### config.mk
export PLATFORM = sky130hd
export DESIGN_NAME = branch_predictor
export DESIGN_NICKNAME = d
export VERILOG_FILES = /design/src/rtl/branch_predictor.sv
export SDC_FILE = /design/constraint.sdc
export NUM_CORES = 2
export LEC_CHECK = 0
export BUFFER_PORTS_ARGS = -buffer_cell sky130_fd_sc_hd__buf_2
export CAP_MARGIN = 20
export CORE_MARGIN = 4
export CORE_UTILIZATION = 55
export CTS_CLUSTER_DIAMETER = 100
export DETAILED_ROUTE_END_ITERATION = 12
export PLACE_DENSITY = 0.84
export SKIP_CTS_REPAIR_TIMING = 1
export SLEW_MARGIN = 25
export SYNTH_ARGS = -nofsm -noshare
export SYNTH_HDL_FRONTEND = slang
export SYNTH_SLANG_ARGS = --single-unit
### constraint.sdc
create_clock -name clk -period 3.8 [get_ports clk]
set_input_delay 0.19 -clock clk [delete_from_list [all_inputs] [get_ports clk]]
set_output_delay 0.19 -clock clk [all_outputs]
set_load 0.1 [all_outputs]
### src/rtl/branch_predictor.sv
// Direct-mapped branch target buffer with per-entry saturating direction counters.
// Lookup is combinational; training, allocation, flush and miss statistics update on the clock edge.
module branch_predictor #(
  parameter int DATA_W  = 32,
  parameter int ENTRIES = 16,
  parameter int TAG_W   = 8,
  parameter int CTR_W   = 2,
  parameter int CNT_W   = 16
) (
  input  logic              clk,
  input  logic              arst_n,
  input  logic              enable,
  input  logic              flush,
  input  logic [DATA_W-1:0] lookup_pc,
  output logic              pred_taken,
  output logic [DATA_W-1:0] pred_next_pc,
  input  logic              update_valid,
  input  logic [DATA_W-1:0] update_pc,
  input  logic              update_taken,
  input  logic [DATA_W-1:0] update_target,
  input  logic              update_mispred,
  output logic [CNT_W-1:0]  mispred_count
);

  localparam int IDX_W = $clog2(ENTRIES);
  localparam logic [CTR_W-1:0] CTR_MAX  = {CTR_W{1'b1}};
  localparam logic [CTR_W-1:0] CTR_ZERO = {CTR_W{1'b0}};
  localparam logic [CTR_W-1:0] CTR_WEAK = CTR_W'(1) << (CTR_W - 1);
  localparam logic [CNT_W-1:0] CNT_MAX  = {CNT_W{1'b1}};

  logic [ENTRIES-1:0] r_valid;
  logic [TAG_W-1:0]   r_tag    [ENTRIES];
  logic [DATA_W-1:0]  r_target [ENTRIES];
  logic [CTR_W-1:0]   r_ctr    [ENTRIES];
  logic [CNT_W-1:0]   r_mispred_cnt;

  logic [IDX_W-1:0] w_lkp_idx;
  logic [TAG_W-1:0] w_lkp_tag;
  logic             w_lkp_hit;
  logic [IDX_W-1:0] w_upd_idx;
  logic [TAG_W-1:0] w_upd_tag;
  logic             w_upd_hit;
  logic [CTR_W-1:0] w_upd_ctr;
  logic [CTR_W-1:0] w_ctr_next;
  logic             w_upd_en;

  // Bits [1:0] and everything above the tag field are ignored, so aliasing PCs share an entry.
  assign w_lkp_idx = lookup_pc[IDX_W+1:2];
  assign w_lkp_tag = lookup_pc[IDX_W+TAG_W+1:IDX_W+2];
  assign w_upd_idx = update_pc[IDX_W+1:2];
  assign w_upd_tag = update_pc[IDX_W+TAG_W+1:IDX_W+2];

  assign w_lkp_hit    = r_valid[w_lkp_idx] && (r_tag[w_lkp_idx] == w_lkp_tag);
  assign pred_taken   = w_lkp_hit && r_ctr[w_lkp_idx][CTR_W-1];
  assign pred_next_pc = pred_taken ? r_target[w_lkp_idx] : lookup_pc + DATA_W'(4);

  assign w_upd_hit = r_valid[w_upd_idx] && (r_tag[w_upd_idx] == w_upd_tag);
  assign w_upd_ctr = r_ctr[w_upd_idx];
  assign w_upd_en  = enable && !flush && update_valid;

  assign w_ctr_next = update_taken ? ((w_upd_ctr == CTR_MAX)  ? w_upd_ctr : w_upd_ctr + CTR_W'(1))
                                   : ((w_upd_ctr == CTR_ZERO) ? w_upd_ctr : w_upd_ctr - CTR_W'(1));

  // Table state: flush wins over a same-cycle update; not-taken misses never allocate.
  always_ff @(posedge clk or negedge arst_n) begin
    if (!arst_n) begin
      r_valid <= {ENTRIES{1'b0}};
      for (int i = 0; i < ENTRIES; i++) begin
        r_tag[i]    <= {TAG_W{1'b0}};
        r_target[i] <= {DATA_W{1'b0}};
        r_ctr[i]    <= CTR_ZERO;
      end
    end else if (enable && flush) begin
      r_valid <= {ENTRIES{1'b0}};
    end else if (w_upd_en) begin
      if (w_upd_hit) begin
        r_ctr[w_upd_idx] <= w_ctr_next;
        if (update_taken) begin
          r_target[w_upd_idx] <= update_target;
        end else begin
          r_target[w_upd_idx] <= r_target[w_upd_idx];
        end
      end else if (update_taken) begin
        r_valid[w_upd_idx]  <= 1'b1;
        r_tag[w_upd_idx]    <= w_upd_tag;
        r_target[w_upd_idx] <= update_target;
        r_ctr[w_upd_idx]    <= CTR_WEAK;
      end else begin
        r_valid <= r_valid;
      end
    end else begin
      r_valid <= r_valid;
    end
  end

  // Saturating misprediction statistics, counted regardless of flush.
  always_ff @(posedge clk or negedge arst_n) begin
    if (!arst_n) begin
      r_mispred_cnt <= {CNT_W{1'b0}};
    end else if (enable && update_valid && update_mispred && (r_mispred_cnt != CNT_MAX)) begin
      r_mispred_cnt <= r_mispred_cnt + CNT_W'(1);
    end else begin
      r_mispred_cnt <= r_mispred_cnt;
    end
  end

  assign mispred_count = r_mispred_cnt;

endmodule

# ---- Word-level counts from Yosys, hierarchy flattened
# Index checks and enable logic that the tools add are counted.
dict set report word_totals {
  register_bits 704
  in_bits 103
  out_inout_bits 49
  word_cells 139
}
dict set report classes {
  addsub 4
  n_lt_le_gt_ge 6
  eq_ne 5
  muxes 47
  n_bitwise 8
  n_reduce_logical 19
}
# cell n
set op_table {}
lappend op_table {{$mux 512} 3}
lappend op_table {{$bwmux 512} 2}
lappend op_table {{$bmux 32 s4} 2}
lappend op_table {{$mux 32} 8}
lappend op_table {{$bwmux 128} 1}
lappend op_table {{$demux 32 s4} 1}
lappend op_table {{$bmux 8 s4} 2}
lappend op_table {{$mux 16} 4}
lappend op_table {{$mux 8} 5}
lappend op_table {{$add 32x3->32 const B} 1}
lappend op_table {{$bwmux 32} 1}
lappend op_table {{$demux 8 s4} 1}
lappend op_table {{$or 16x16->16} 2}
lappend op_table {{$add 16x1->16 const B} 1}
lappend op_table {{$and 16x16->16} 1}
lappend op_table {{$bmux 2 s4} 2}
lappend op_table {{$eq 8x8->1} 2}
lappend op_table {{$mux 2} 8}
lappend op_table {{$ne 16x16->1 const B} 1}
lappend op_table {{$not 16->16} 1}
lappend op_table {{$logic_and 1x1->1} 11}
lappend op_table {{$ge 5x5->1 const B} 2}
lappend op_table {{$lt 4x5->1 const B} 2}
lappend op_table {{$not 4->5} 2}
lappend op_table {{other kinds (16)} 23}

# ---- Longest topological paths before layout
dict set report depth {
  word_depth 9
  mapped_depth 14
  ltp_nobuf 8
}

# ---- Worst setup path after synthesis
# Ideal clock, no wire load.
dict set report synth_timing {
  kind {input to output}
  startpoint {input lookup_pc[2]}
  endpoint {output pred_next_pc[2]}
  arrival_ps 4004
  required_ps 3610
  slack_ps -394
  cell_stages 9
  n_path_buf 3
  cell_sequence {buf_4 -> buf_2 -> mux4_2 -> mux4_2 -> xor2_1 -> nor4_1 -> nand4_1 -> buf_2 -> mux2i_1}
}
dict set report synth_via {
  elab_chain_cells 8
}
# element line_no
set synth_lines {}
lappend synth_lines {{from (decl)} 14} ;# input logic [DATA_W-1:0] lookup_pc,
lappend synth_lines {{$not 4->5 (implied by the code)} {53, 54, 55}}
lappend synth_lines {{$bmux 8 s4} 53} ;# assign w_lkp_hit = r_valid[w_lkp_idx] && (r_tag[w_lkp_idx] == w_lkp_tag);
lappend synth_lines {{$mux 8 (implied by the code) (2 in a row)} 53}
lappend synth_lines {{$eq 8x8->1} 53}
lappend synth_lines {{$logic_and 1x1->1} 53}
lappend synth_lines {{$logic_and 1x1->1} 54} ;# assign pred_taken = w_lkp_hit && r_ctr[w_lkp_idx][CTR_W-1];
lappend synth_lines {{$mux 32 *} 55} ;# assign pred_next_pc = pred_taken ? r_target[w_lkp_idx] : lookup_pc + DATA_W'(4);
lappend synth_lines {{to (decl)} 16} ;# output logic [DATA_W-1:0] pred_next_pc,
# Mark *: on every way between the ends. The rest lies on a longest branch, timed or not. The select of a mux whose other input is x is not followed.

# ---- Final worst setup path
dict set report layout_timing {
  startpoint {register r_tag[38] in the netlist's numbering}
  endpoint {output pred_next_pc[8]}
}
dict set report layout_via {
  elab_chain_cells 7
}
# element line_no
set layout_lines {}
lappend layout_lines {{from (decl)} 32} ;# logic [TAG_W-1:0] r_tag [ENTRIES];
lappend layout_lines {{from (signal, indexed assignment)} 69} ;# r_tag[i] <= {TAG_W{1'b0}};
lappend layout_lines {{from (signal, indexed assignment)} 85} ;# r_tag[w_upd_idx] <= w_upd_tag;
lappend layout_lines {{$bmux 8 s4} 53}
lappend layout_lines {{$mux 8 (implied by the code) (2 in a row)} 53}
lappend layout_lines {{$eq 8x8->1} 53}
lappend layout_lines {{$logic_and 1x1->1} 53}
lappend layout_lines {{$logic_and 1x1->1} 54}
lappend layout_lines {{$mux 32} 55}
# No other way between the ends. The select of a mux whose other input is x is not followed.

==> flow_metrics.py <==
metrics = {
    "clock_network": {
        "cts_tree": "built",
        "cts.sinks": 704,
        "h-tree-depth": 3,
        "cts_root_buffer": "clkbuf_16",
        "clkLatencyLatePin_ps": 620,
        "cts.path.max_buffers": 3,
        "cts_inserted_buffers": 75,
        "cts.reportedPaths.clkPinSlew_ps": 60,
    },
    "worst_setup_path": {
        "path_buf_inv": 3,
        "startpoint_type": "flop",
        "crit_path_end_kind": "output port",
        "crit_slowest_cell": "mux4_2",
        "reg2reg_slack_ps": 360,
        "cp.required_ps": 3610,
        "critPathTopFamily": "multiplexers",
        "path_class": "flop to output port",
        "path_max_fanout": 17,
        "worstPathArrival_ps": 3480,
        "path_cells": "mux4_2 -> mux4_2 -> xor2_1 -> nor4_1 -> nand4_1 -> buf_4 -> buf_12 -> mux2_2 -> buf_12",
        "crit_path_max_incr_delay_ps": 520,
    },
    "sta": {
        "setup_viol": 0,
        "fmax_mhz": 272,
        "maxSlewHeadroom_pct": 40.8,
        "rsz0062_at_grt": "false",
        "finClkSkew_ps": 26.0,
        "slew_viol_final": 0,
        "fin_setup_tns_ps": 0,
        "tightestPinTransition_ps": 885,
        "finalCriticalPeriod_ps": 3670,
        "hold_viol": 0,
        "period_share_pct": 96.7,
    },
    "yosys": {
        "synthSimpleGateAreaFrac_pct": 2.60,
        "ys_types": 53,
        "yosysSeqAreaShare_pct": 45.2,
        "syn_nets": 2516,
        "synth_area_leader_cell": "dfrtp_1",
        "avgSynthCellArea_sq_um": 16.2,
        "synth_compound_area_share_pct": 1.47,
        "synth_cells": 2411,
        "async_reset_ff_share_pct": 100,
        "synth_top_family_by_area": "multiplexers",
        "synth.top_cells.by_area": "dfrtp_1, mux4_2, mux2_2",
        "synth_area_sq_mm": 0.0390,
        "yosys_most_used_dff": "dfrtp_1",
        "synthXorXnorAreaFrac_pct": 1.35,
        "synth_top_area_share_pct": 45.2,
        "synth.mux.area_fraction_pct": 45.4,
        "synth_warnings": 0,
        "synth_fa_ha_area_share_pct": 0.116,
        "synth_edf_count": 0,
        "synth-seq-cells": 704,
    },
    "drt": {
        "post-route-drc-count": 0,
        "viasPerCell": 6.91,
        "ant_nets": 0,
        "via_count": 24200,
        "wl_per_cell_microns": 29.6,
        "dr.pass1.iters": 5,
        "wl_mm": 104,
        "drt_iter0_drc": 2583,
    },
    "finish": {
        "final_cells": 3502,
        "area_delta_synth_final_pct": 12.4,
        "fin_nets": 2609,
        "finalCoreUtilization_pct": 62.5,
        "drive_above_1_share_pct": 59.9,
        "fin_area_sq_mm": 0.0438,
    },
    "min_path": {
        "hold_class": "primary input to flop",
    },
    "pwr": {
        "power_switching_uw": 4960,
        "p_int_uw": 14100,
        "seqPwrFrac_pct": 45.3,
        "peakVddDrop_mv": 0.260,
        "pwr-share-comb_pct": 15.4,
        "power_density_mw_per_mm2": 434,
        "pwr-share-clk_pct": 39.3,
        "power_leakage_uw": 0.0200,
        "p_sw_share_pct": 26.1,
    },
    "place": {
        "io_buffers": 131,
        "gp_congestion": 0.829,
        "numPlacedInstances": 3365,
        "placed_area_sq_mm": 0.0413,
        "hpwl_mm": 63.2,
    },
    "run_status": {
        "status": "finished clean",
    },
    "floorplan": {
        "core_area_sq_mm": 0.0701,
        "rows": 97,
        "die_area_sq_mm": 0.0752,
        "die_height_microns": 274,
        "initial_core_util_pct": 55.6,
        "die_w_microns": 274,
        "ioPinCount": 152,
    },
    "global_routing": {
        "antenna_found_initial": 10,
        "grt_pass1_vias": 26300,
        "gr-total-overflow": 0,
        "grt_usage_pct": 28.0,
        "grt_max_degree": 150,
        "grt_first_pass_wirelength_mm": 159,
    },
    "run": {
        "maxCapViolCount": 0,
    },
}
stage by stage:
step	hold WS, ps	setup slack, ps	total power (uW)
2_1_floorplan	-106	66.4	10700
3_3_place_gp	230	240	11400
4_1_cts	-401	-40.7	19100
6_report	48.4	125	19000
3_5_place_dp	242	185	11600
5_1_grt	50.7	9.77	19600
registers in the layout, indices dropped and copies added, names as in the netlist:
signal and count:
r_valid 16, r_tag 128, r_ctr 32, r_target 512, mispred_count 16
synth_stat cells, types with 3 or more instances:
cell         n
and3_1      19
nand4_4      3
o2111ai_2   12
mux2_4      59
nor4_1       5
xor2_1      23
mux4_2     405
dfrtp_1    704
a22o_1       8
buf_4       21
nor3_1       6
nand3_1     21
nand2_1     68
xnor2_1     37
nor2_1      28
inv_1       16
and4_1       3
a31oi_1      6
o2bb2ai_1    9
o211ai_2     4
buf_2       79
a21oi_1      3
clkbuf_1    62
nand3_2      4
buf_1       15
buf_6       54
nand4_1     10
mux2i_1     23
mux2_2     664
o21ai_0      5
nor2b_1      5
worst reg2reg max path: cells and delay by family, from the launching register on:
family | cells | cell delay [ps]
AOI/OAI and AO/OA | 2 | 950
xor gates and xnor gates | 1 | 200
buffers and inverters | 1 | 270
DFF | 1 | 390
muxes | 4 | 1190
and+or+nand+nor | 1 | 320
cell type report:
| cell class | count | area [sq um] |
|---|---|---|
| Fill cell | 4799 | 26300 |
| Multi-Input combinational cell | 1460 | 19900 |
| Sequential cell | 704 | 17600 |
| Timing Repair Buffer | 247 | 2580 |
| Clock buffer | 106 | 2210 |
| Tap cell | 940 | 1180 |
| Clock inverter | 22 | 278 |
| Inverter | 16 | 60.1 |
| Antenna cell | 7 | 17.5 |
worst paths after layout:
path,from,endpoint,depth (start not counted)
max,r_tag[38],pred_next_pc[8],9
min,update_mispred,mispred_count[12],5
max reg2reg,r_tag[45],r_target[40],9
min reg2reg,mispred_count[4],mispred_count[4],1
max in group asynchronous,arst_n,r_target[197],3
min in group asynchronous,arst_n,r_target[184],2
logic make-up after synthesis:
kind of cell,Yosys count
flops,704
fa+ha+maj,4
xor+xnor,60
compound gates,59
mux,1151
simple gates,186
buf+inv,247
cell usage in the layout, fill, tap and decap left out, drive strengths merged, types with 26 or more instances in the layout:
| master | instances |
|---|---|
| buf | 245 |
| clkbuf | 107 |
| dfrtp | 704 |
| mux2 | 723 |
| mux4 | 405 |
| nand2 | 69 |
| nand3 | 26 |
| nor2 | 29 |
| xnor2 | 37 |
per-layer routing:
metal	GRT usage, %	wire length (microns)	part of all wire (%)
met5	0	53	0.051
met4	12.0	4410	4.2
met3	5.72	8880	8.6
met2	45.7	51200	49
met1	36.8	39200	38
power groups by stage:
stage                     Sequential (uW)  Combinational (uW)  Clock (uW)
after floorplan                      8720                2020           0
after global placement               8610                2820           0
after detailed placement             8720                2930           0
after CTS                            8590                2950        7540
after global routing                 8670                3110        7840
final                                8620                2940        7470
Note: power is estimated with default switching activity, not from simulation.
